$ cat src/rtl/seg7_bcd_display.sv
// N-digit BCD up/down counter with a time-multiplexed 7-segment scan driver.
// Each digit is its own cell in a ripple carry/borrow chain. A free-running slot
// counter drives the scan. Its top bits split each slot into phases, and the first
// and last phase of every slot are kept dark so adjacent anodes never overlap.

module seg7_bcd_digit (
  input  logic       clk,
  input  logic       resetn,
  input  logic       load,
  input  logic [3:0] load_nib,
  input  logic       step_in,
  input  logic       up,
  output logic [3:0] digit,
  output logic       step_out
);
  logic [3:0] digit_q, digit_d;

  // next digit: clamped load wins, else a BCD step that ripples out on 9->0 / 0->9
  always_comb begin
    digit_d  = digit_q;
    step_out = 1'b0;
    if (load) begin
      digit_d = (load_nib > 4'd9) ? 4'd9 : load_nib;
    end else if (step_in) begin
      if (up) begin
        if (digit_q == 4'd9) begin
          digit_d  = 4'd0;
          step_out = 1'b1;
        end else begin
          digit_d = digit_q + 4'd1;
        end
      end else begin
        if (digit_q == 4'd0) begin
          digit_d  = 4'd9;
          step_out = 1'b1;
        end else begin
          digit_d = digit_q - 4'd1;
        end
      end
    end
  end

  // digit register
  always_ff @(posedge clk or negedge resetn) begin
    if (!resetn) digit_q <= 4'd0;
    else         digit_q <= digit_d;
  end

  assign digit = digit_q;
endmodule

module seg7_bcd_display #(
  parameter int NDIGITS      = 4,
  parameter int TICK_LOG2    = 21,
  parameter int REFRESH_LOG2 = 14,
  parameter int BLANK_LOG2   = 4,
  parameter int LZB          = 0,
  parameter int SEG_ACT_LOW  = 1,
  parameter int AN_ACT_LOW   = 1
) (
  input  logic                   clk,
  input  logic                   resetn,
  input  logic                   en,
  input  logic                   up,
  input  logic                   load,
  input  logic [4*NDIGITS-1:0]   load_val,
  input  logic [NDIGITS-1:0]     dp,
  output logic [4*NDIGITS-1:0]   value,
  output logic                   wrap,
  output logic [7:0]             seg,
  output logic [NDIGITS-1:0]     an
);
  localparam int IW = (NDIGITS > 1) ? $clog2(NDIGITS) : 1;
  localparam logic [7:0]         SEG_OFF = (SEG_ACT_LOW != 0) ? 8'hFF : 8'h00;
  localparam logic [NDIGITS-1:0] AN_OFF  = (AN_ACT_LOW != 0) ? {NDIGITS{1'b1}} : {NDIGITS{1'b0}};

  logic [TICK_LOG2-1:0]    tick_cnt_q, tick_cnt_d;
  logic [REFRESH_LOG2-1:0] slot_cnt_q, slot_cnt_d;
  logic [IW-1:0]           idx_q, idx_d;
  logic                    wrap_q, wrap_d;
  logic [7:0]              seg_q, seg_d;
  logic [NDIGITS-1:0]      an_q, an_d;

  logic                    tick;
  logic [NDIGITS:0]        step;
  logic [NDIGITS-1:0][3:0] digits;
  logic [BLANK_LOG2-1:0]   phase;
  logic                    lit;
  logic [NDIGITS-1:0]      lz_blank;
  logic                    zero_hi;
  logic [3:0]              cur_dig;
  logic                    cur_dp, cur_blank;
  logic [7:0]              seg_raw;
  logic [NDIGITS-1:0]      an_raw;

  function automatic logic [6:0] glyph(input logic [3:0] d);
    case (d)
      4'd0:    glyph = 7'h3F;
      4'd1:    glyph = 7'h06;
      4'd2:    glyph = 7'h5B;
      4'd3:    glyph = 7'h4F;
      4'd4:    glyph = 7'h66;
      4'd5:    glyph = 7'h6D;
      4'd6:    glyph = 7'h7D;
      4'd7:    glyph = 7'h07;
      4'd8:    glyph = 7'h7F;
      4'd9:    glyph = 7'h6F;
      default: glyph = 7'h00;
    endcase
  endfunction

  assign tick    = &tick_cnt_q;
  // load takes priority, so it also suppresses the step (and therefore wrap)
  assign step[0] = tick & en & ~load;

  genvar g;
  generate
    for (g = 0; g < NDIGITS; g++) begin : g_dig
      seg7_bcd_digit u_dig (
        .clk      (clk),
        .resetn   (resetn),
        .load     (load),
        .load_nib (load_val[4*g +: 4]),
        .step_in  (step[g]),
        .up       (up),
        .digit    (digits[g]),
        .step_out (step[g+1])
      );
    end
  endgenerate

  // free-running tick and slot counters, digit index advances at end of slot
  always_comb begin
    tick_cnt_d = tick_cnt_q + TICK_LOG2'(1);
    slot_cnt_d = slot_cnt_q + REFRESH_LOG2'(1);
    idx_d      = idx_q;
    if (&slot_cnt_q)
      idx_d = (idx_q == IW'(NDIGITS - 1)) ? '0 : idx_q + IW'(1);
    wrap_d = step[NDIGITS];
  end

  // leading-zero map: a digit blanks if it and everything above it is zero
  always_comb begin
    lz_blank = '0;
    zero_hi  = 1'b1;
    for (int i = NDIGITS - 1; i >= 0; i--) begin
      zero_hi     = zero_hi & (digits[i] == 4'd0);
      lz_blank[i] = (LZB != 0) && (i != 0) && zero_hi;
    end
  end

  // select the scanned digit and build the registered seg/an image
  always_comb begin
    phase     = slot_cnt_q[REFRESH_LOG2-1 -: BLANK_LOG2];
    lit       = (|phase) && !(&phase);
    cur_dig   = 4'd0;
    cur_dp    = 1'b0;
    cur_blank = 1'b0;
    an_raw    = '0;
    for (int i = 0; i < NDIGITS; i++) begin
      if (idx_q == IW'(i)) begin
        cur_dig   = digits[i];
        cur_dp    = dp[i];
        cur_blank = lz_blank[i];
        an_raw[i] = lit;
      end
    end
    seg_raw = lit ? {cur_dp, cur_blank ? 7'h00 : glyph(cur_dig)} : 8'h00;
    seg_d   = SEG_OFF ^ seg_raw;
    an_d    = AN_OFF ^ an_raw;
  end

  // state registers
  always_ff @(posedge clk or negedge resetn) begin
    if (!resetn) begin
      tick_cnt_q <= '0;
      slot_cnt_q <= '0;
      idx_q      <= '0;
      wrap_q     <= 1'b0;
      seg_q      <= SEG_OFF;
      an_q       <= AN_OFF;
    end else begin
      tick_cnt_q <= tick_cnt_d;
      slot_cnt_q <= slot_cnt_d;
      idx_q      <= idx_d;
      wrap_q     <= wrap_d;
      seg_q      <= seg_d;
      an_q       <= an_d;
    end
  end

  assign value = digits;
  assign wrap  = wrap_q;
  assign seg   = seg_q;
  assign an    = an_q;
endmodule

$ cat config.mk
export PLATFORM = sky130hd
export DESIGN_NAME = seg7_bcd_display
export DESIGN_NICKNAME = d
export VERILOG_FILES = /design/src/rtl/seg7_bcd_display.sv
export SDC_FILE = /design/constraint.sdc
export NUM_CORES = 1
export LEC_CHECK = 0
export BUFFER_PORTS_ARGS = -buffer_cell sky130_fd_sc_hd__buf_4
export CAP_MARGIN = 20
export CORE_MARGIN = 8
export CORE_UTILIZATION = 52
export DETAILED_ROUTE_END_ITERATION = 10
export GPL_TIMING_DRIVEN = 0
export PLACE_DENSITY = 0.78
export SLEW_MARGIN = 20
export SYNTH_ARGS = -nofsm -noshare
export SYNTH_HDL_FRONTEND = slang
export SYNTH_SLANG_ARGS = --single-unit
export TNS_END_PERCENT = 5
$ cat constraint.sdc
create_clock -name clk -period 2.1 [get_ports clk]
set_input_delay 0.21 -clock clk [delete_from_list [all_inputs] [get_ports clk]]
set_output_delay 0.21 -clock clk [all_outputs]
set_load 0.01 [all_outputs]
==> impl_summary.txt, run 1 <==
----------------------------------------------------
[Outcome]
  Status ... finished, violations left
  Failing checks ... negative setup slack

[Timing]
  FMAX ... between 400 and 500 MHz
  Final-report max-slew violation count ... 0
  Setup repair after global routing missed its margin ... true
  Final worst path period need ... 2.22 ns
  Final WS setup ... -0.118 ns
  Final Hold Vio Count ... 0
  Relative slew slack ... 46.3%
  Actual transition at the worst max-transition pin ... 0.805 ns
  Portion of the clock cycle consumed by the worst path in the final layout ... 106%
  Number of failing setup endpoints in the final timing report ... 8
  Post-Route Skew ... approximately 0.0095 ns

[Setup path]
  Critical Path Most Common Cell ... buf_4
  Arrival time of the worst setup path ... between 2 and 2.5 ns
  Sort of element at the start of the critical path ... register
  Crit-path cells ... inv_2 > ha_4 > buf_8 > buf_4 > buf_4 > a211oi_2 > a211oi_4 > buf_4 > ha_1 > nand2b_1 > a21oi_1 > o21ai_1
  Required time worst endpoint ... 2.36 ns
  Critical Path Slowest Stage Cell ... dfrtp_1
  Maximum fanout along the worst path ... 7
  Crit. End Element ... register
  Kind of critical path ... reg -> reg
  CP max stage delay ... between 0.4 and 0.5 ns

[Place]
  Count of input and output buffers ... 52
  Final weighted congestion in routability-driven placement ... between 0.9 and 1
  Placed Instance Area ... 4370 um^2
  Post-Place Cells ... 571
  DPL Wire Length ... 6170 um
  Setup slack after placement ... -0.322 ns

[Clock network]
  TritonCTS buffer count ... 9
  Clock tree root buffer cell ... clkbuf_8
  Register clock-pin slew on the reported worst setup and hold paths ... 0.08 ns
  Total number of clock tree sinks ... 66
  Clock Latency Late Sink ... 0.34 ns
  Number of H-tree levels ... 3
  CTS tree ... yes
  Maximum root-to-sink buffer count ... 2

[Synth]
  Mapped Cells ... 420
  Yosys reg bits ... 66
  Count of flip-flops with a built-in enable after synthesis ... 0
  Synth top area share ... 35.1%
  Top cells by instance count after synthesis ... dfrtp_1 (54), nand2_1 (37), nor2_1 (31), xnor2_1 (26), nand3_1 (22)
  Proportion of synthesized chip area in sequential cells ... 43.3%
  Most frequent cell after synthesis ... dfrtp_1
  Cell area after technology mapping ... 3850 um^2
  Syn_nets ... roughly 460
  Synthesis Warnings ... 0
  Cell variety after synth ... 60
  Average instance area after synthesis ... between 9 and 10 um^2
  Leading area contributor after synthesis ... dfrtp_1
  Share of synthesized flip-flops with an asynchronous set or reset ... 100%
  Cells taking the most area after synthesis ... dfrtp_1 (35%), dfstp_2 (8.2%), xnor2_1 (5.9%)
  Main flop type after synthesis ... dfrtp_1

[Pwr]
  Leak pwr ... about 2.1 nW
  Power density over cell area ... 614 nW/um^2
  IR Drop Worst-Case VDD ... around 0.00039 V

[Layout]
  Share of final-layout standard cells stronger than drive strength 1 ... 24.7%
  P&R area growth vs syn ... 23.9%
  Nets ... about 530
  Filler-free cell count of the finished design ... 596
  Ant. Diodes ... 0
  Layout Cell Area excl Fill ... 4770 um^2

[Run]
  Max-cap violations ... 0

[Route]
  Total number of vias ... 3336
  1st-iter DRT viols ... 249
  Final antenna-violating net count ... 0
  Average wire per standard cell ... ~15 um
  DRC violations left ... 0
  Vias per std cell ... 5.60
  Wire length after detailed routing ... 8890 um
  Pre-Repair DR Iteration Count ... 6

[Global route]
  Antenna violations before repair ... 0
  Largest net degree at the start of global routing ... 67
  Total global routing overflow ... 0
  Global Route met3 Usage ... 4.56%
  Vias in the first global route ... 3270
  GR Util All Layers ... 17.4%
  Grt met1 use ... 22.0%
  Global-route wire length before repair ... between 10000 and 15000 um
  Grt peak-use layer ... met2
  Met2 global-route usage ... 27.9%

[Min path]
  Worst hold-check path type ... in -> reg

[Floorplan]
  Core area ... 7210 um^2
  Number of standard-cell rows in the floorplan ... 31
  Area of the die ... 10400 um^2
  Horiz. Die Dim ... roughly 100 um
  Top-level port count ... 54
  Effective utilization at floorplan ... 53.4%
  Overall die height ... approximately 100 um

----------------------------------------------------
==> report_power, final <==
group,internal [mW],total [mW],leakage [nW],switching [mW]
registers,1.30,1.34,0.818,0.0413
logic,0.213,0.490,1.18,0.276
clock network,0.583,1.10,0.103,0.516
total,2.10,2.93,2.11,0.834
==> final cells by class <==
| cell class | count | area [um^2] |
|---|---|---|
| Inverter | 21 | 78.8 |
| Clock buffer | 10 | 138 |
| Timing Repair Buffer | 62 | 468 |
| Tap cell | 99 | 124 |
| Multi-Input combinational cell | 308 | 2100 |
| Sequential cell | 66 | 1670 |
| Fill cell | 600 | 2440 |
| Clock inverter | 6 | 65.1 |
| Buffer | 24 | 123 |
==> flip-flops by register name (all words and copies together), names as in the netlist <==
register,count
tick_cnt_q,21
g_dig.u_dig.digit,16
slot_cnt_q,14
seg,8
an,4
idx_q,2
wrap,1
==> metrics by stage <==
step                      util, %  hold WS, ns  TNS (ns)  power (mW)
after floorplan                 -      -0.0856         0        1.64
after global placement       60.6        0.354     -1.49        1.81
after detailed placement     60.6        0.353     -2.00        1.82
after CTS                    64.6       0.0658   -0.0650        2.92
after global routing         66.1       0.0693     -1.22        3.05
final                        66.1       0.0621    -0.410        2.93
==> worst max-delay path: cells and delay by family (launching register included) <==
| family | cells | cell delay, ns |
|---|---|---|
| buf+inv | 5 | 0.62 |
| compound gates | 4 | 0.60 |
| flops | 1 | 0.41 |
| fa+ha+maj | 2 | 0.35 |
| simple gates | 1 | 0.15 |
==> metal layers <==
layer  vias to the layer above  share of wire (%)
met2                       118                 45
met5                         -                  0
met3                        20                6.8
li1                       1625                  -
met1                      1573                 46
met4                         0                1.9
==> final timing paths <==
| check | startpoint | end | slack [ns] | cells after the start |
|---|---|---|---|---|
| hold reg to reg | tick_cnt_q[0] | tick_cnt_q[0] | 0.45 | 1 |
| setup / recovery | idx_q[1] | seg[5] | -0.12 | 12 |
| max in group asynchronous | resetn | idx_q[0] | 1.02 | 2 |
| setup reg to reg | idx_q[1] | seg[5] | -0.12 | 12 |
| min in group asynchronous | resetn | slot_cnt_q[4] | 0.50 | 2 |
| hold / removal | load_val[11] | g_dig[2].u_dig.digit[1] | 0.06 | 2 |
==> timing repair <==
| action | 4_1_cts | 5_1_grt |
|---|---|---|
| hold buffers | 1 | 0 |
| resized for setup | 18 | 20 |
| hold endpoints to repair | 54 | 0 |
| buffers inserted | 1 | 8 |
| setup endpoints to repair | 12 | 13 |
| pin swaps | 3 | 12 |
==> layout by cell type (no fill, tap or decap), types with 10 or more instances in the layout <==
| cell | instances |
|---|---|
| and3_1 | 10 |
| buf_4 | 62 |
| dfstp_2 | 12 |
| nand2_1 | 37 |
| clkbuf_1 | 15 |
| o21ai_0 | 20 |
| a21oi_1 | 17 |
| nor2_1 | 31 |
| inv_1 | 19 |
| clkbuf_8 | 10 |
| xor2_1 | 12 |
| nand3_1 | 21 |
| nand3b_1 | 10 |
| dfrtp_1 | 50 |
| xnor2_1 | 26 |
| o21ai_1 | 10 |
==> cells by family after synthesis <==
kind of cell	count (synthesis)	share of synthesized area, %
DFF	66	43.3
and+or+nand+nor	156	21.3
adders and majority gates	10	3.25
buffers and inverters	46	4.68
xor gates and xnor gates	38	8.64
AOI/OAI and AO/OA	95	16.5
muxes	9	2.37
Note: power is estimated with default switching activity, not from simulation.
==> run 2, diff against run 1 <==
- RECOVER_POWER: not set -> 50
==> impl_summary.txt, run 2 (synthesis gave the netlist of run 1 again) <==
----------------------------------------------------
[Layout]
  Filler Cells Inserted ... 628 (+4.7%)
  Layout Cell Area excl Fill ... 4680 um^2 (-2.0%)
  Share of final-layout standard cells stronger than drive strength 1 ... 19.7% (-5.0 points)
  P&R area growth vs syn ... 21.4%
  Commonest non-fill, non-tap cells in the layout ... dfrtp_1 (51), clkbuf_1 (39), nand2_1 (37), buf_4 (37), nor2_1 (31)
  Flip-flop count of the largest register, all copies and words added ... 21 (unchanged)
  Ant. Diodes ... 0 (unchanged)
  Commonest non-fill, non-tap cell in the layout ... dfrtp_1
  Nets ... 527 (unchanged)
  Register ranked first by flip-flop count ... tick_cnt_q

[Timing]
  Final worst path period need ... 2.22 ns (+0.00274 ns)
  Portion of the clock cycle consumed by the worst path in the final layout ... 106% (+0.13 points)
  Setup repair after global routing missed its margin ... true
  Relative slew slack ... -4.91% (-51 points)
  Post-Route Skew ... 0.00878 ns (-0.000735 ns)
  Actual transition at the worst max-transition pin ... 1.57 ns (+0.768 ns)
  FMAX ... 450 MHz (-0.12%)
  Final WS setup ... -0.121 ns (-0.00274 ns)
  Final-report max-slew violation count ... 67 (+67)
  Number of failing setup endpoints in the final timing report ... 8 (unchanged)
  Final Hold Vio Count ... 0 (unchanged)

[Floorplan]
  Core area ... 7210 um^2 (unchanged)
  Area of the die ... 10400 um^2 (unchanged)
  Top-level port count ... 54 (unchanged)
  Effective utilization at floorplan ... 53.4% (unchanged)
  Number of standard-cell rows in the floorplan ... 31 (unchanged)
  Horiz. Die Dim ... 102 um (unchanged)
  Overall die height ... 102 um (unchanged)

[Setup path]
  Critical Path Most Common Cell ... buf_4
  Kind of critical path ... reg -> reg
  Arrival time of the worst setup path ... 2.47 ns (about the same)
  Sort of element at the start of the critical path ... register
  Critical Path Slowest Stage Cell ... dfrtp_1
  Crit. End Element ... register
  Number of cells on the worst reg-to-reg path ... 12 (unchanged)
  Required time worst endpoint ... 2.35 ns (about the same)
  CP max stage delay ... 0.41 ns (about the same)
  Maximum fanout along the worst path ... 7 (unchanged)
  Crit-path cells ... inv_2 > ha_4 > buf_8 > buf_4 > buf_4 > a211oi_2 > a211oi_4 > buf_4 > ha_1 > nand2b_1 > a21oi_1 > o21ai_1

[Place]
  Setup slack after placement ... -0.322 ns (unchanged)
  Count of input and output buffers ... 52 (unchanged)
  Final weighted congestion in routability-driven placement ... 0.902 (unchanged)
  DPL Wire Length ... 6170 um (unchanged)
  Placed Instance Area ... 4370 um^2 (unchanged)

[Clock network]
  TritonCTS buffer count ... 9 (unchanged)
  Clock Latency Late Sink ... 0.34 ns (about the same)
  Number of H-tree levels ... 3 (unchanged)
  Register clock-pin slew on the reported worst setup and hold paths ... 0.08 ns (about the same)
  Total number of clock tree sinks ... 66 (unchanged)
  Clock tree root buffer cell ... clkbuf_8
  CTS tree ... yes
  Maximum root-to-sink buffer count ... 2 (unchanged)

[Route]
  Wire length after detailed routing ... 8970 um (+0.96%)
  Final antenna-violating net count ... 0 (unchanged)
  Average wire per standard cell ... 15.1 um (+0.96%)
  Total number of vias ... 3340 (+0.12%)
  Pre-Repair DR Iteration Count ... 5 (-1)
  DRC violations left ... 0 (unchanged)
  1st-iter DRT viols ... 217 (-13%)
  Vias per std cell ... 5.60 (+0.12%)

[Global route]
  GR Util All Layers ... 17.4% (unchanged)
  Antenna violations before repair ... 0 (unchanged)
  Total global routing overflow ... 0 (unchanged)
  Largest net degree at the start of global routing ... 67 (unchanged)
  Vias in the first global route ... 3270 (unchanged)
  Global-route wire length before repair ... 14800 um (unchanged)

[Pwr]
  IR Drop Worst-Case VDD ... 0.000384 V (-1.4%)
  Power density over cell area ... 623 nW/um^2 (+1.4%)
  Leak pwr ... 2.02 nW (-3.9%)

[Min path]
  Number of stages on the worst hold path ... 2 (unchanged)
  Worst hold-check path type ... in -> reg

[Run]
  Max-cap violations ... 1 (+1)

[Outcome]
  Failing checks ... max-capacitance violations, max-slew violations, negative setup slack
  Status ... finished, violations left

----------------------------------------------------
run 2: cell count changes in the layout (fill, tap and decap cells not counted):
cell / delta
buf_4: -25
clkbuf_1: +24
clkbuf_2: +1
dfrtp_1: +1
dfrtp_2: -1
run 2: cell type report:
class                      instances  area (um^2)  area share, %
multi-input combinational        308         2100           45.0
clock buffer                      10          138           2.94
timing repair buffer              62          375           8.02
sequential                        66         1670           35.7
clock inverter                     6         65.1           1.39
inverter                          21         78.8           1.68
buffer                            24          123           2.62
tap                               99          124           2.65
run 2: repair_timing:
| item | in CTS | in global routing |
|---|---|---|
| resized for setup | 18 | 20 |
| endpoints found under the setup margin | 12 | 13 |
| hold buffers | 1 | 0 |
| pin swaps | 3 | 12 |
| endpoints found under the hold margin | 54 | 0 |
| buffers inserted | 1 | 8 |
run 2: metal layers:
| metal | track usage, % | routed length [um] |
|---|---|---|
| met1 | 22.0 | 4140 |
| met2 | 27.9 | 4100 |
| met3 | 4.56 | 593 |
| met4 | 6.43 | 130 |
| met5 | 0 | 0 |
run 2: through the flow:
stage | setup TNS (ns) | util (%) | hold slack, ns | instances | power (mW)
2_1_floorplan | 0 | - | -0.0856 | 420 | 1.64
3_3_place_gp | -1.49 | 60.6 | 0.354 | 571 | 1.81
3_5_place_dp | -2.00 | 60.6 | 0.353 | 571 | 1.82
4_1_cts | -0.0650 | 64.6 | 0.0658 | 588 | 2.92
5_1_grt | -2.67 | 64.8 | 0.0693 | 596 | 3.04
6_report | -0.452 | 64.8 | 0.0637 | 596 | 2.91
run 2: worst max-delay path, delay by kind of cell, from the launching register on:
kind,cells,cell delay [ns]
AOI/OAI and AO/OA,4,0.60
adders and majority gates,2,0.35
buffers and inverters,5,0.62
DFF,1,0.41
and+or+nand+nor,1,0.15
run 2: path summary, 6_finish.rpt:
path                               start                 endpoint  slack (ns)
max                             idx_q[1]                   seg[5]       -0.12
min                         load_val[11]  g_dig[2].u_dig.digit[1]        0.06
max reg2reg                     idx_q[1]                   seg[5]       -0.12
min reg2reg                tick_cnt_q[0]            tick_cnt_q[0]        0.45
max in group asynchronous         resetn                 idx_q[0]        0.24
min in group asynchronous         resetn            slot_cnt_q[2]        0.81
run 2: power by group:
| group | total (mW) | switching (mW) | leakage [nW] | internal, mW |
|---|---|---|---|---|
| clock | 1.10 | 0.515 | 0.103 | 0.583 |
| combinational | 0.475 | 0.278 | 1.10 | 0.197 |
| sequential | 1.34 | 0.0409 | 0.819 | 1.30 |
| total | 2.91 | 0.833 | 2.02 | 2.08 |
==> run 3, diff against run 2 <==
- clock period: 2.1 -> 1.9 ns (I/O delays scaled with it)
==> impl_summary.txt, run 3 (synthesis gave the netlist of run 1 again) <==
----------------------------------------------------
[Timing]
  Setup repair after global routing missed its margin ... true
  Portion of the clock cycle consumed by the worst path in the final layout ... 112% (+6.1 points)
  Relative slew slack ... 4.58% (+9.5 points)
  Final-report max-slew violation count ... 0 (-100%)
  Final WS setup ... -0.225 ns (-0.104 ns)
  Actual transition at the worst max-transition pin ... 1.43 ns (-0.142 ns)
  Accumulated negative setup slack ... -2.01 ns (-1.55 ns)
  Final worst path period need ... 2.12 ns (-0.0962 ns)
  Post-Route Skew ... 0.0124 ns (+0.00358 ns)
  FMAX ... 471 MHz (+4.5%)
  Final Hold Vio Count ... 0 (unchanged)
  Number of failing setup endpoints in the final timing report ... 18 (+10)

[Route]
  Vias per std cell ... 5.64 (+0.57%)
  Wire length after detailed routing ... 9650 um (+7.5%)
  1st-iter DRT viols ... 205 (-5.5%)
  DRC violations left ... 0 (unchanged)
  Pre-Repair DR Iteration Count ... 5 (unchanged)
  Average wire per standard cell ... 15.9 um (+5.6%)
  Final antenna-violating net count ... 0 (unchanged)
  Total number of vias ... 3421 (+2.4%)

[Setup path]
  Crit. End Element ... register
  Number of cells on the worst reg-to-reg path ... 10 (-2)
  Crit-path cells ... inv_2 > ha_2 > buf_8 > a211oi_4 > a211oi_4 > inv_1 > ha_1 > mux2i_1 > nor2_1 > o21ai_1
  Critical Path Most Common Cell ... a211oi_4
  Kind of critical path ... reg -> reg
  Sort of element at the start of the critical path ... register
  Origin of the worst setup path ... idx_q[0]
  Critical Path Slowest Stage Cell ... dfrtp_2
  Destination of the worst register-to-register timing path ... seg[3]
  CP max stage delay ... 0.46 ns (+0.05 ns)
  Maximum fanout along the worst path ... 10 (+3)
  Worst r2r src ... idx_q[0]
  Required time worst endpoint ... 2.17 ns (-0.18 ns)
  Worst-case register-to-register setup slack ... -0.22 ns (-0.10 ns)
  Arrival time of the worst setup path ... 2.40 ns (-0.07 ns)

[Layout]
  Commonest non-fill, non-tap cells in the layout ... dfrtp_1 (51), buf_4 (45), clkbuf_1 (40)
  P&R area growth vs syn ... 26.0%
  Filler-free cell count of the finished design ... 607 (+1.8%)
  Filler Cells Inserted ... 602 (-4.1%)
  Fraction of the core area covered by cells at the end of the flow ... 67.3% (+2.4 points)
  Share of final-layout standard cells stronger than drive strength 1 ... 23.6% (+3.9 points)
  Nets ... 538 (+2.1%)
  Ant. Diodes ... 0 (unchanged)
  Flip-flop count of the largest register, all copies and words added ... 21 (unchanged)
  Register ranked first by flip-flop count ... tick_cnt_q
  Commonest non-fill, non-tap cell in the layout ... dfrtp_1

[Clock network]
  Clock Latency Late Sink ... 0.35 ns (about the same)
  Register clock-pin slew on the reported worst setup and hold paths ... 0.08 ns (about the same)
  Clock tree root buffer cell ... clkbuf_8
  Number of H-tree levels ... 3 (unchanged)
  TritonCTS buffer count ... 9 (unchanged)
  Maximum root-to-sink buffer count ... 2 (unchanged)
  CTS tree ... yes
  Total number of clock tree sinks ... 66 (unchanged)

[Global route]
  Global-route wire length before repair ... 15500 um (+5.1%)
  Largest net degree at the start of global routing ... 67 (unchanged)
  Vias in the first global route ... 3293 (+0.70%)
  Total global routing overflow ... 0 (unchanged)
  Antenna violations before repair ... 0 (unchanged)
  GR Util All Layers ... 18.6% (+1.2 points)

[Run]
  Max-cap violations ... 0 (-1)

[Min path]
  Start point of the worst hold path ... load_val[11]
  Worst hold-check path type ... in -> reg
  Number of stages on the worst hold path ... 2 (unchanged)
  Capture endpoint of the worst hold path ... g_dig[2].u_dig.digit[1]

[Floorplan]
  Effective utilization at floorplan ... 53.4% (unchanged)
  Horiz. Die Dim ... 102 um (unchanged)
  Core area ... 7210 um^2 (unchanged)
  Area of the die ... 10400 um^2 (unchanged)
  Number of standard-cell rows in the floorplan ... 31 (unchanged)
  Top-level port count ... 54 (unchanged)
  Overall die height ... 102 um (unchanged)

[Outcome]
  Status ... finished, violations left
  Failing checks ... negative setup slack

[Pwr]
  Leak pwr ... 2.09 nW (+3.4%)
  Total design power ... 3.21 mW (+10%)
  IR Drop Worst-Case VDD ... 0.000572 V (+49%)
  Power density over cell area ... 661 nW/um^2 (+6.2%)

[Place]
  DPL Wire Length ... 6310 um (+2.1%)
  Final weighted congestion in routability-driven placement ... 0.913 (+1.2%)
  Post-Place Cells ... 571 (unchanged)
  Count of input and output buffers ... 52 (unchanged)

----------------------------------------------------
-- run 3: per-layer routing --
metal | vias to the layer above | global-route usage [%] | share of wire [%]
met2 | 133 | 29.8 | 47
met3 | 19 | 3.68 | 6.3
li1 | 1646 | - | -
met5 | - | 0 | 0
met1 | 1623 | 24.1 | 45
met4 | 0 | 7.45 | 1.9
-- run 3: repair_timing --
item / 4_1_cts / 5_1_grt
gates resized for setup: 33 / 25
pin swaps: 14 / 9
buffers inserted: 11 / 8
hold buffers: 1 / 0
endpoints found under the setup margin: 24 / 24
hold endpoints to repair: 54 / 0
-- run 3: how the worst max path moves through the flow --
stage                              end  cells past startpoint
2_1_floorplan  g_dig[2].u_dig.digit[3]                      6
3_3_place_gp                    seg[3]                     10
3_5_place_dp                    seg[0]                     11
4_1_cts                         seg[3]                     11
5_1_grt                         seg[3]                     10
6_report                        seg[3]                     10
-- run 3: critical path: cells and delay by family, from the launching register on --
family | cells | cell delay [ns]
adders and majority gates | 2 | 0.53
and+or+nand+nor | 1 | 0.06
AOI/OAI and AO/OA | 3 | 0.48
DFF | 1 | 0.46
buffers and inverters | 3 | 0.36
muxes | 1 | 0.16
-- run 3: per-stage QoR --
step	instance area, um^2	setup WS (ns)	hold WS (ns)
floorplan	3880	-0.148	-0.106
global placement	4390	-0.428	0.337
detailed placement	4390	-0.553	0.337
CTS	4810	-0.187	0.0400
global route	4850	-0.306	0.0569
finish	4850	-0.225	0.0445
-- run 3: final cells by class --
| class | count | area (um^2) | share of cell area [%] |
|---|---|---|---|
| Timing Repair Buffer | 72 | 458 | 9.43 |
| Clock inverter | 5 | 55.1 | 1.13 |
| Clock buffer | 11 | 131 | 2.71 |
| Sequential cell | 66 | 1670 | 34.4 |
| Tap cell | 99 | 124 | 2.55 |
| Inverter | 21 | 78.8 | 1.62 |
| Buffer | 25 | 145 | 2.99 |
| Multi-Input combinational cell | 308 | 2190 | 45.2 |
-- run 3: report_power, final --
group / leakage [nW] / internal, mW / switching, mW
registers: 0.820 / 1.44 / 0.0399
logic: 1.18 / 0.241 / 0.338
clock network: 0.0893 / 0.602 / 0.553
total: 2.09 / 2.28 / 0.930
